**config.mk**
```make
export PLATFORM = sky130hd
export DESIGN_NAME = tabla_sweeper
export DESIGN_NICKNAME = d
export VERILOG_FILES = /design/src/rtl/tabla_pkg.sv /design/src/rtl/tabla_settle_timer.sv /design/src/rtl/tabla_sweeper.sv
export SDC_FILE = /design/constraint.sdc
export NUM_CORES = 1
export LEC_CHECK = 0
export CAP_MARGIN = 20
export CORE_MARGIN = 3
export CORE_UTILIZATION = 53
export CTS_CLUSTER_SIZE = 8
export DETAILED_ROUTE_END_ITERATION = 10
export DONT_BUFFER_PORTS = 1
export GPL_ROUTABILITY_DRIVEN = 0
export PLACE_DENSITY = 0.68
export REMOVE_ABC_BUFFERS = 1
export SETUP_SLACK_MARGIN = 0.02
export SLEW_MARGIN = 5
export SYNTH_ARGS = -nofsm -noshare
export SYNTH_HDL_FRONTEND = slang
export SYNTH_HIERARCHICAL = 1
export SYNTH_SLANG_ARGS = --single-unit
```
**constraint.sdc**
```tcl
create_clock -name clk -period 3.04 [get_ports clk]
set_input_delay 0.608 -clock clk [delete_from_list [all_inputs] [get_ports clk]]
set_output_delay 0.608 -clock clk [all_outputs]
set_load 0.05 [all_outputs]
```
**src/rtl/tabla_pkg.sv**
```systemverilog
// Shared types and constants for the truth-table sweeper.
package tabla_pkg;

  // Sweep sequencer states.
  typedef enum logic [1:0] {
    ST_IDLE   = 2'd0,
    ST_SETTLE = 2'd1,
    ST_SAMPLE = 2'd2,
    ST_DONE   = 2'd3
  } tabla_state_e;

  // Width of the per-row settle down-counter.
  localparam int TIMER_W = 4;

  // Legal parameter ranges.
  localparam int N_IN_MIN   = 2;
  localparam int N_IN_MAX   = 6;
  localparam int SETTLE_MIN = 0;
  localparam int SETTLE_MAX = 15;

  // Number of truth-table rows for a given input count.
  function automatic int rows_of(input int n_in);
    return 32'sd1 << n_in;
  endfunction

  // True when the input count is within the supported range.
  function automatic bit n_in_legal(input int n_in);
    return (n_in >= N_IN_MIN) && (n_in <= N_IN_MAX);
  endfunction

  // True when the settle time fits the counter.
  function automatic bit settle_legal(input int settle);
    return (settle >= SETTLE_MIN) && (settle <= SETTLE_MAX);
  endfunction

  // The counter holds the number of SETTLE cycles still to spend after the
  // current one, so a row with SETTLE extra cycles loads SETTLE-1.
  function automatic logic [TIMER_W-1:0] settle_reload(input int settle);
    if (settle > 0) begin
      return TIMER_W'(settle - 1);
    end else begin
      return {TIMER_W{1'b0}};
    end
  endfunction

endpackage

```
**src/rtl/tabla_settle_timer.sv**
```systemverilog
// Loadable 4-bit down-counter with zero flag used to time the settle window.
module tabla_settle_timer
  import tabla_pkg::*;
(
  input  logic               clk,
  input  logic               rst_n,
  input  logic               load_i,
  input  logic [TIMER_W-1:0] load_val_i,
  input  logic               dec_i,
  output logic               zero_o
);

  logic [TIMER_W-1:0] cnt_q;
  logic [TIMER_W-1:0] cnt_d;

  // Next count: load has priority, decrement stops at zero.
  always_comb begin
    cnt_d = cnt_q;
    if (load_i) begin
      cnt_d = load_val_i;
    end else if (dec_i && (cnt_q != {TIMER_W{1'b0}})) begin
      cnt_d = cnt_q - TIMER_W'(1);
    end else begin
      cnt_d = cnt_q;
    end
  end

  // Counter register.
  always_ff @(posedge clk or negedge rst_n) begin
    if (!rst_n) begin
      cnt_q <= {TIMER_W{1'b0}};
    end else begin
      cnt_q <= cnt_d;
    end
  end

  assign zero_o = (cnt_q == {TIMER_W{1'b0}});

endmodule

```
**src/rtl/tabla_sweeper.sv**
```systemverilog
// Exhaustive truth-table sweeper: drives every input row onto a function
// under test, samples its output after a settle window and compares the
// captured minterm vector against an expected mask.
module tabla_sweeper
  import tabla_pkg::*;
#(
  parameter int N_IN   = 4,
  parameter int SETTLE = 1
) (
  input  logic                   clk,
  input  logic                   rst_n,
  input  logic                   start,
  input  logic                   abort,
  input  logic [(1<<N_IN)-1:0]   expected,
  output logic [N_IN-1:0]        vec,
  input  logic                   y,
  output logic                   busy,
  output logic                   done,
  output logic                   pass,
  output logic [(1<<N_IN)-1:0]   result,
  output logic [N_IN:0]          mismatches,
  output logic [N_IN-1:0]        first_fail,
  output logic                   fail_valid
);

  localparam int                 ROWS          = 1 << N_IN;
  localparam logic [N_IN:0]      LAST_ROW      = (N_IN+1)'(ROWS - 1);
  localparam logic [TIMER_W-1:0] SETTLE_RELOAD = settle_reload(SETTLE);

  if (!n_in_legal(N_IN) || !settle_legal(SETTLE)) begin : g_param_check
    $fatal(1, "tabla_sweeper: N_IN must be 2..6 and SETTLE 0..15");
  end

  tabla_state_e        state_q, state_d;
  logic [N_IN:0]       row_q, row_d;
  logic [ROWS-1:0]     exp_q, exp_d;
  logic [ROWS-1:0]     result_q, result_d;
  logic [N_IN:0]       mism_q, mism_d;
  logic [N_IN-1:0]     ff_q, ff_d;
  logic                fv_q, fv_d;
  logic                pass_q, pass_d;
  logic [N_IN-1:0]     vec_q, vec_d;
  logic                busy_q, busy_d;
  logic                done_q, done_d;
  logic                tmr_load;
  logic                tmr_dec;
  logic                tmr_zero;
  logic [N_IN-1:0]     row_idx;

  assign row_idx = row_q[N_IN-1:0];

  tabla_settle_timer u_timer (
    .clk        (clk),
    .rst_n      (rst_n),
    .load_i     (tmr_load),
    .load_val_i (SETTLE_RELOAD),
    .dec_i      (tmr_dec),
    .zero_o     (tmr_zero)
  );

  // Next-state, row stepping and capture/compare logic.
  always_comb begin
    state_d  = state_q;
    row_d    = row_q;
    exp_d    = exp_q;
    result_d = result_q;
    mism_d   = mism_q;
    ff_d     = ff_q;
    fv_d     = fv_q;
    pass_d   = pass_q;
    tmr_load = 1'b0;
    tmr_dec  = 1'b0;
    case (state_q)
      ST_IDLE: begin
        // Abort has no effect here, so a simultaneous start still launches.
        if (start) begin
          exp_d    = expected;
          result_d = {ROWS{1'b0}};
          mism_d   = {(N_IN+1){1'b0}};
          ff_d     = {N_IN{1'b0}};
          fv_d     = 1'b0;
          pass_d   = 1'b0;
          row_d    = {(N_IN+1){1'b0}};
          if (SETTLE == 0) begin
            state_d = ST_SAMPLE;
          end else begin
            state_d  = ST_SETTLE;
            tmr_load = 1'b1;
          end
        end else begin
          state_d = ST_IDLE;
        end
      end
      ST_SETTLE: begin
        if (abort) begin
          state_d = ST_IDLE;
          row_d   = {(N_IN+1){1'b0}};
          pass_d  = 1'b0;
        end else if (tmr_zero) begin
          state_d = ST_SAMPLE;
        end else begin
          tmr_dec = 1'b1;
        end
      end
      ST_SAMPLE: begin
        if (abort) begin
          // Cancel wins over the capture scheduled for this edge.
          state_d = ST_IDLE;
          row_d   = {(N_IN+1){1'b0}};
          pass_d  = 1'b0;
        end else begin
          result_d[row_idx] = y;
          if (y != exp_q[row_idx]) begin
            mism_d = mism_q + (N_IN+1)'(1);
            if (!fv_q) begin
              ff_d = row_idx;
              fv_d = 1'b1;
            end else begin
              ff_d = ff_q;
            end
          end else begin
            mism_d = mism_q;
          end
          if (row_q == LAST_ROW) begin
            state_d = ST_DONE;
            pass_d  = (mism_d == {(N_IN+1){1'b0}});
          end else begin
            row_d = row_q + (N_IN+1)'(1);
            if (SETTLE == 0) begin
              state_d = ST_SAMPLE;
            end else begin
              state_d  = ST_SETTLE;
              tmr_load = 1'b1;
            end
          end
        end
      end
      ST_DONE: begin
        state_d = ST_IDLE;
      end
      default: begin
        state_d = ST_IDLE;
      end
    endcase
  end

  // Output next values derived from the next state so outputs are registered.
  always_comb begin
    busy_d = (state_d == ST_SETTLE) || (state_d == ST_SAMPLE);
    done_d = (state_d == ST_DONE);
    if (busy_d) begin
      vec_d = row_d[N_IN-1:0];
    end else begin
      vec_d = {N_IN{1'b0}};
    end
  end

  // FSM, row counter and capture/compare registers.
  always_ff @(posedge clk or negedge rst_n) begin
    if (!rst_n) begin
      state_q  <= ST_IDLE;
      row_q    <= {(N_IN+1){1'b0}};
      exp_q    <= {ROWS{1'b0}};
      result_q <= {ROWS{1'b0}};
      mism_q   <= {(N_IN+1){1'b0}};
      ff_q     <= {N_IN{1'b0}};
      fv_q     <= 1'b0;
      pass_q   <= 1'b0;
    end else begin
      state_q  <= state_d;
      row_q    <= row_d;
      exp_q    <= exp_d;
      result_q <= result_d;
      mism_q   <= mism_d;
      ff_q     <= ff_d;
      fv_q     <= fv_d;
      pass_q   <= pass_d;
    end
  end

  // Registered handshake and stimulus outputs.
  always_ff @(posedge clk or negedge rst_n) begin
    if (!rst_n) begin
      vec_q  <= {N_IN{1'b0}};
      busy_q <= 1'b0;
      done_q <= 1'b0;
    end else begin
      vec_q  <= vec_d;
      busy_q <= busy_d;
      done_q <= done_d;
    end
  end

  assign vec        = vec_q;
  assign busy       = busy_q;
  assign done       = done_q;
  assign pass       = pass_q;
  assign result     = result_q;
  assign mismatches = mism_q;
  assign first_fail = ff_q;
  assign fail_valid = fv_q;

endmodule

```
======== Word level (Yosys, flattened, before mapping) ========
Index checks and enable logic that the tools add are counted.
storage, ports and cells
  input bits .............................. 21
  output and inout bits ................... 33
  logic and storage cells ................. 97
  register bits after elaboration ......... 60
cells by class
  order comparisons ....................... 2
  eq/ne operators ......................... 15
  reductions and logical operators ........ 16
  add/subtract/negate cells ............... 3
  muxes and demuxes ....................... 48
operator list
  cell                                                                           count
  5-bit 2-to-1 mux                                                               9
  16-bit 2-to-1 mux                                                              2
  16-bit case mux with 2 select lines                                            1
  4-bit 2-to-1 mux                                                               7
  16-bit bitwise mux                                                             1
  1-bit 2-to-1 mux                                                               15
  5-bit case mux with 3 select lines                                             1
  4-bit AND reduction                                                            3
  5-bit by 1-bit adder with 5-bit output (second input constant)                 2
  2-bit != test (second input constant)                                          5
  5-bit case mux with 2 select lines                                             1
  2-bit == test (second input constant)                                          4
  2-bit 2-to-1 mux                                                               4
  2-bit case mux with 4 select lines                                             1
  4-bit case mux with 2 select lines                                             1
  3-bit != test (second input constant)                                          2
  5-bit by 4-bit == test with 1-bit output (second input constant)               1
  5-bit logical NOT                                                              1
  4-bit by 5-bit less-than comparator with 1-bit output (second input constant)  1
  5-bit AND reduction                                                            1
  1-bit binary-select mux with 4-bit select                                      1
  1-bit demux with 4-bit select                                                  1
  2-bit by 1-bit == test with 1-bit output (second input constant)               2
  4-bit by 1-bit >= comparator with 1-bit output (second input constant)         1
  13 further kinds                                                               16

======== Depth between registers and ports, before layout ========
  word-level depth ........................ 10
  mapped depth ............................ 7

======== Hierarchy ========
The synthesis kept the hierarchy.
modules (own cells, without submodules)
  module              area each (um2)  sequential area each (um2)  times used  cells an instance
  tabla_sweeper       2,681.3          1,401.3                     1           243
  tabla_settle_timer  270.3            100.1                       1           27

======== Worst setup path after synthesis ========
Ideal clock, no wire load.
  kind .................................... register to register
  start ................................... reg row_q[0]
  end ..................................... reg mism_q[4], in the netlist mismatches[4]
  setup time .............................. 121 ps
  cell stages (with the launch flop) ...... 8
  arrival time ............................ 2,407 ps
  clock period less this slack ............ 2,528 ps
  path slack .............................. 512 ps
  required time ........................... 2,919 ps
  path buffers ............................ 1
  cells stage by stage .................... dfrtp_1 buf_6 mux4_1 mux4_2 xor2_2 and4_4 o21ai_0 a22o_2
between the ends
  word-level cells in the longest chain between the ends .. 8
RTL lines
  item                                       line                  source
  start, declared                            tabla_sweeper.sv:35   logic [N_IN:0] row_q, row_d;
  start signal, assigned                     tabla_sweeper.sv:162  row_q <= {(N_IN+1){1'b0}};
  start signal, assigned                     tabla_sweeper.sv:171  row_q <= row_d;
  1-bit binary-select mux with 4-bit select  tabla_sweeper.sv:113  if (y != exp_q[row_idx]) begin
  1-bit 2-to-1 mux (implied by the code)     tabla_sweeper.sv:113
  1-bit != test                              tabla_sweeper.sv:113
  5-bit 2-to-1 mux                           tabla_sweeper.sv:113
  5-bit 2-to-1 mux                           tabla_sweeper.sv:106  if (abort) begin
  5-bit 2-to-1 mux                           tabla_sweeper.sv:73   case (state_q)
  5-bit 2-to-1 mux                           tabla_sweeper.sv:106
  5-bit case mux with 2 select lines         tabla_sweeper.sv:73
  end signal, assigned                       tabla_sweeper.sv:165  mism_q <= {(N_IN+1){1'b0}};
  end signal, assigned                       tabla_sweeper.sv:174  mism_q <= mism_d;
  end, declared                              tabla_sweeper.sv:38   logic [N_IN:0] mism_q, mism_d;
Every way passes these cells. The select of a mux whose other input is x is not followed.
A chain may end at the register's enable or synchronous reset.

======== Worst setup path in the final report ========
Same ends and word-level chain as after synthesis.

==> metrics <==
Bufs and invs on worst path=0; layout cells sized above 1=about 17%; synthesized cell area=between 2000 and 3000 um^2; Clk pin slew, worst setup/hold paths=~70 ps; CTS Root Cell=clkbuf_8; Worst setup EP type=flop; Synth Flop Type=dfrtp_1; Layout Nets=304; Worst-Margin Slew=661.4 ps; final period utilization=87.19%; Overflow after GRT=0; syn_area_per_cell=between 10 and 15 um^2; WS Path Type=flop to flop; startpoint types=flop; Hold Crit Class=input port to asynchronous set/reset pin; Seq/Total Area, Yosys=between 50% and 60%; Worst Setup SP=row_q[0]; DP HPWL=slightly above 4000 um; initial cell density of the core=a little under three fifths; status=completed; largest net degree at the start of global routing=between 60 and 70; Arr. time, crit path=roughly 2900 ps; RSZ-0062 raised after global routing=no; Boundary Pins=54; Die Y=slightly above 80 um; crit-path max cell delay=580 ps; Top delay family on crit path=multiplexers; Simple-Gate Fraction of Synth Area=~18%; total wire length=between 5000 and 6000 um; # diodes=0; asr flop ratio synth=100.0%; commonest cells after routing, fill and taps aside=dfrtp_1, nand2_1, o21ai_0, nand4_1, mux2_2; CTS tree=built; hold_ws=about 140 ps; r2r startpoint=row_q[0]; critical-path cell list=mux4_1 > mux4_2 > xor2_2 > and4_4 > o21ai_0 > a22o_2; number of fill cells=between 400 and 500; Initial DRC Count=about 170; H-tree depth=3; die width=80.63 um; skew final=between 5 and 6 ps; first drt pass iteration count=4; Total GRT Usage=between 20% and 30%; Slowest-stage cell, CP=mux4_1; XOR/XNOR share of the synthesized area=roughly 1.1%; vias in the first global route=between 2000 and 2500; dpl cell area=approximately 3000 um^2; pre-CTS worst setup slack=approximately 390 ps; fin. max-slew vios=0; Pwr Density=773.3 nW/um^2; final setup TNS=0 ps; Rel. slew slack=a little under three fifths; fin crit period=roughly 2700 ps; clock buffer depth=2; synth unique cells=47; Max Clk Rate=between 300 and 400 MHz; clk sinks=60; vias per inst=6.011; post-route setup slack=approximately 390 ps; maximum VDD drop=455.1 uV; max-cap violation count=0; main combinational cell family by area after synthesis=simple AND/OR/NAND/NOR gates; Gate Count Post-Synth=270; Final Cell Area=roughly 3300 um^2; number of port buffers=0; drc violations=0; Placeable Area=between 5000 and 6000 um^2; post-CTS sizing=0; ANT nets after route=0; first-pass GRT wire length=~10000 um; area delta synth->final=11.32%; Vias=2110; count of final setup violators=0; Max FO, Critical Path=10; antenna violations before repair=0; EDFF count, synth=0; complex-gate fraction of the synthesized area=13.40%; mux cell area share after synthesis=a little over a tenth; register bit total from synthesis=60; worst skew pair latency=330 ps; Hold Vio Cnt, Final=0; most common cell after layout, fill and taps aside=dfrtp_1; leakage=~1.5 nW; drt wl/cell=~17 um; total power=2.541 mW; row count=26; adder-cell share of the synthesized area=2.967%; WP data required=3260 ps; synth warn=6; die footprint=between 6000 and 7000 um^2; TritonCTS buffer count=9
area by class of cell:
type | count | area, um^2 | area share [%]
Clock buffer | 12 | 165.2 | 5.027
Clock inverter | 4 | 70.07 | 2.133
Inverter | 6 | 22.52 | 0.6855
Multi-Input combinational cell | 192 | 1366 | 41.58
Sequential cell | 60 | 1501 | 45.70
Tap cell | 70 | 87.58 | 2.666
Timing Repair Buffer | 7 | 72.57 | 2.209
cell families (layout without fill, tap and decap cells):
logic type	Yosys count	in the layout
buf+inv	21	29
flops	60	60
simple gates	99	99
fa+ha+maj	7	7
xor+xnor	3	3
compound gates	57	57
other cells	1	4
mux	22	22
per-stage QoR:
step                util, %  cells
finish                62.73    351
global route          62.73    351
CTS                   62.73    351
detailed placement    57.72    334
global placement      57.72    334
floorplan                 -    258
where the power goes:
group,switching [mW],internal [mW]
registers,0.162,0.960
logic,0.297,0.293
clock network,0.303,0.526
total,0.762,1.78
worst paths after layout:
kind	end	slack, ps	cells after the start
max	mismatches[4]	390	6
min	result[10]	140	1
max reg2reg	mismatches[4]	390	6
min reg2reg	exp_q[8]	500	1
max in group asynchronous	done	2650	1
min in group clk	state_q[1]	360	1
repair_timing:
item	in CTS	in global routing
hold buffers	1	0
endpoints found under the hold margin	60	0
setup buffers	0	0
per-layer routing:
layer | GRT usage (%) | up-vias | wire [um]
li1 | - | 1004 | -
met1 | 26.65 | 1047 | 2747
met2 | 30.30 | 52 | 2793
met3 | 6.166 | 7 | 375
met4 | 9.122 | 0 | 80
met5 | 0 | - | 0
synth_stat cells (2+ instances only):
cell | instances | area (um^2)
nand4_1 | 16 | 100.1
and2_1 | 5 | 31.28
o311ai_0 | 4 | 35.03
mux4_1 | 4 | 105.1
and2_2 | 2 | 15.01
nand2_1 | 38 | 142.6
buf_6 | 2 | 22.52
nor3_1 | 2 | 10.01
nand3_1 | 6 | 30.03
ha_1 | 7 | 87.58
a31oi_1 | 2 | 12.51
nor2b_1 | 5 | 31.28
xor2_1 | 2 | 17.52
dfrtp_1 | 60 | 1501
nor3b_1 | 3 | 22.52
a21oi_1 | 7 | 35.03
a22o_1 | 3 | 26.28
nand2b_1 | 3 | 18.77
nor2_1 | 12 | 45.04
clkbuf_1 | 12 | 45.04
o21a_1 | 2 | 15.01
a41oi_1 | 2 | 17.52
o21ai_0 | 16 | 80.08
mux2_2 | 16 | 180.2
o211ai_1 | 12 | 90.09
inv_1 | 6 | 22.52
registers in the layout, summed over array words and instances (netlist names):
| signal | count |
|---|---|
| first_fail | 4 |
| u_timer/cnt_q | 4 |
| busy | 1 |
| row_q | 5 |
| exp_q | 16 |
| mismatches | 5 |
| fail_valid | 1 |
| state_q | 2 |
| result | 16 |
| vec | 4 |
| pass | 1 |
| done | 1 |
No activity file was read; power rests on OpenSTA's default activity.
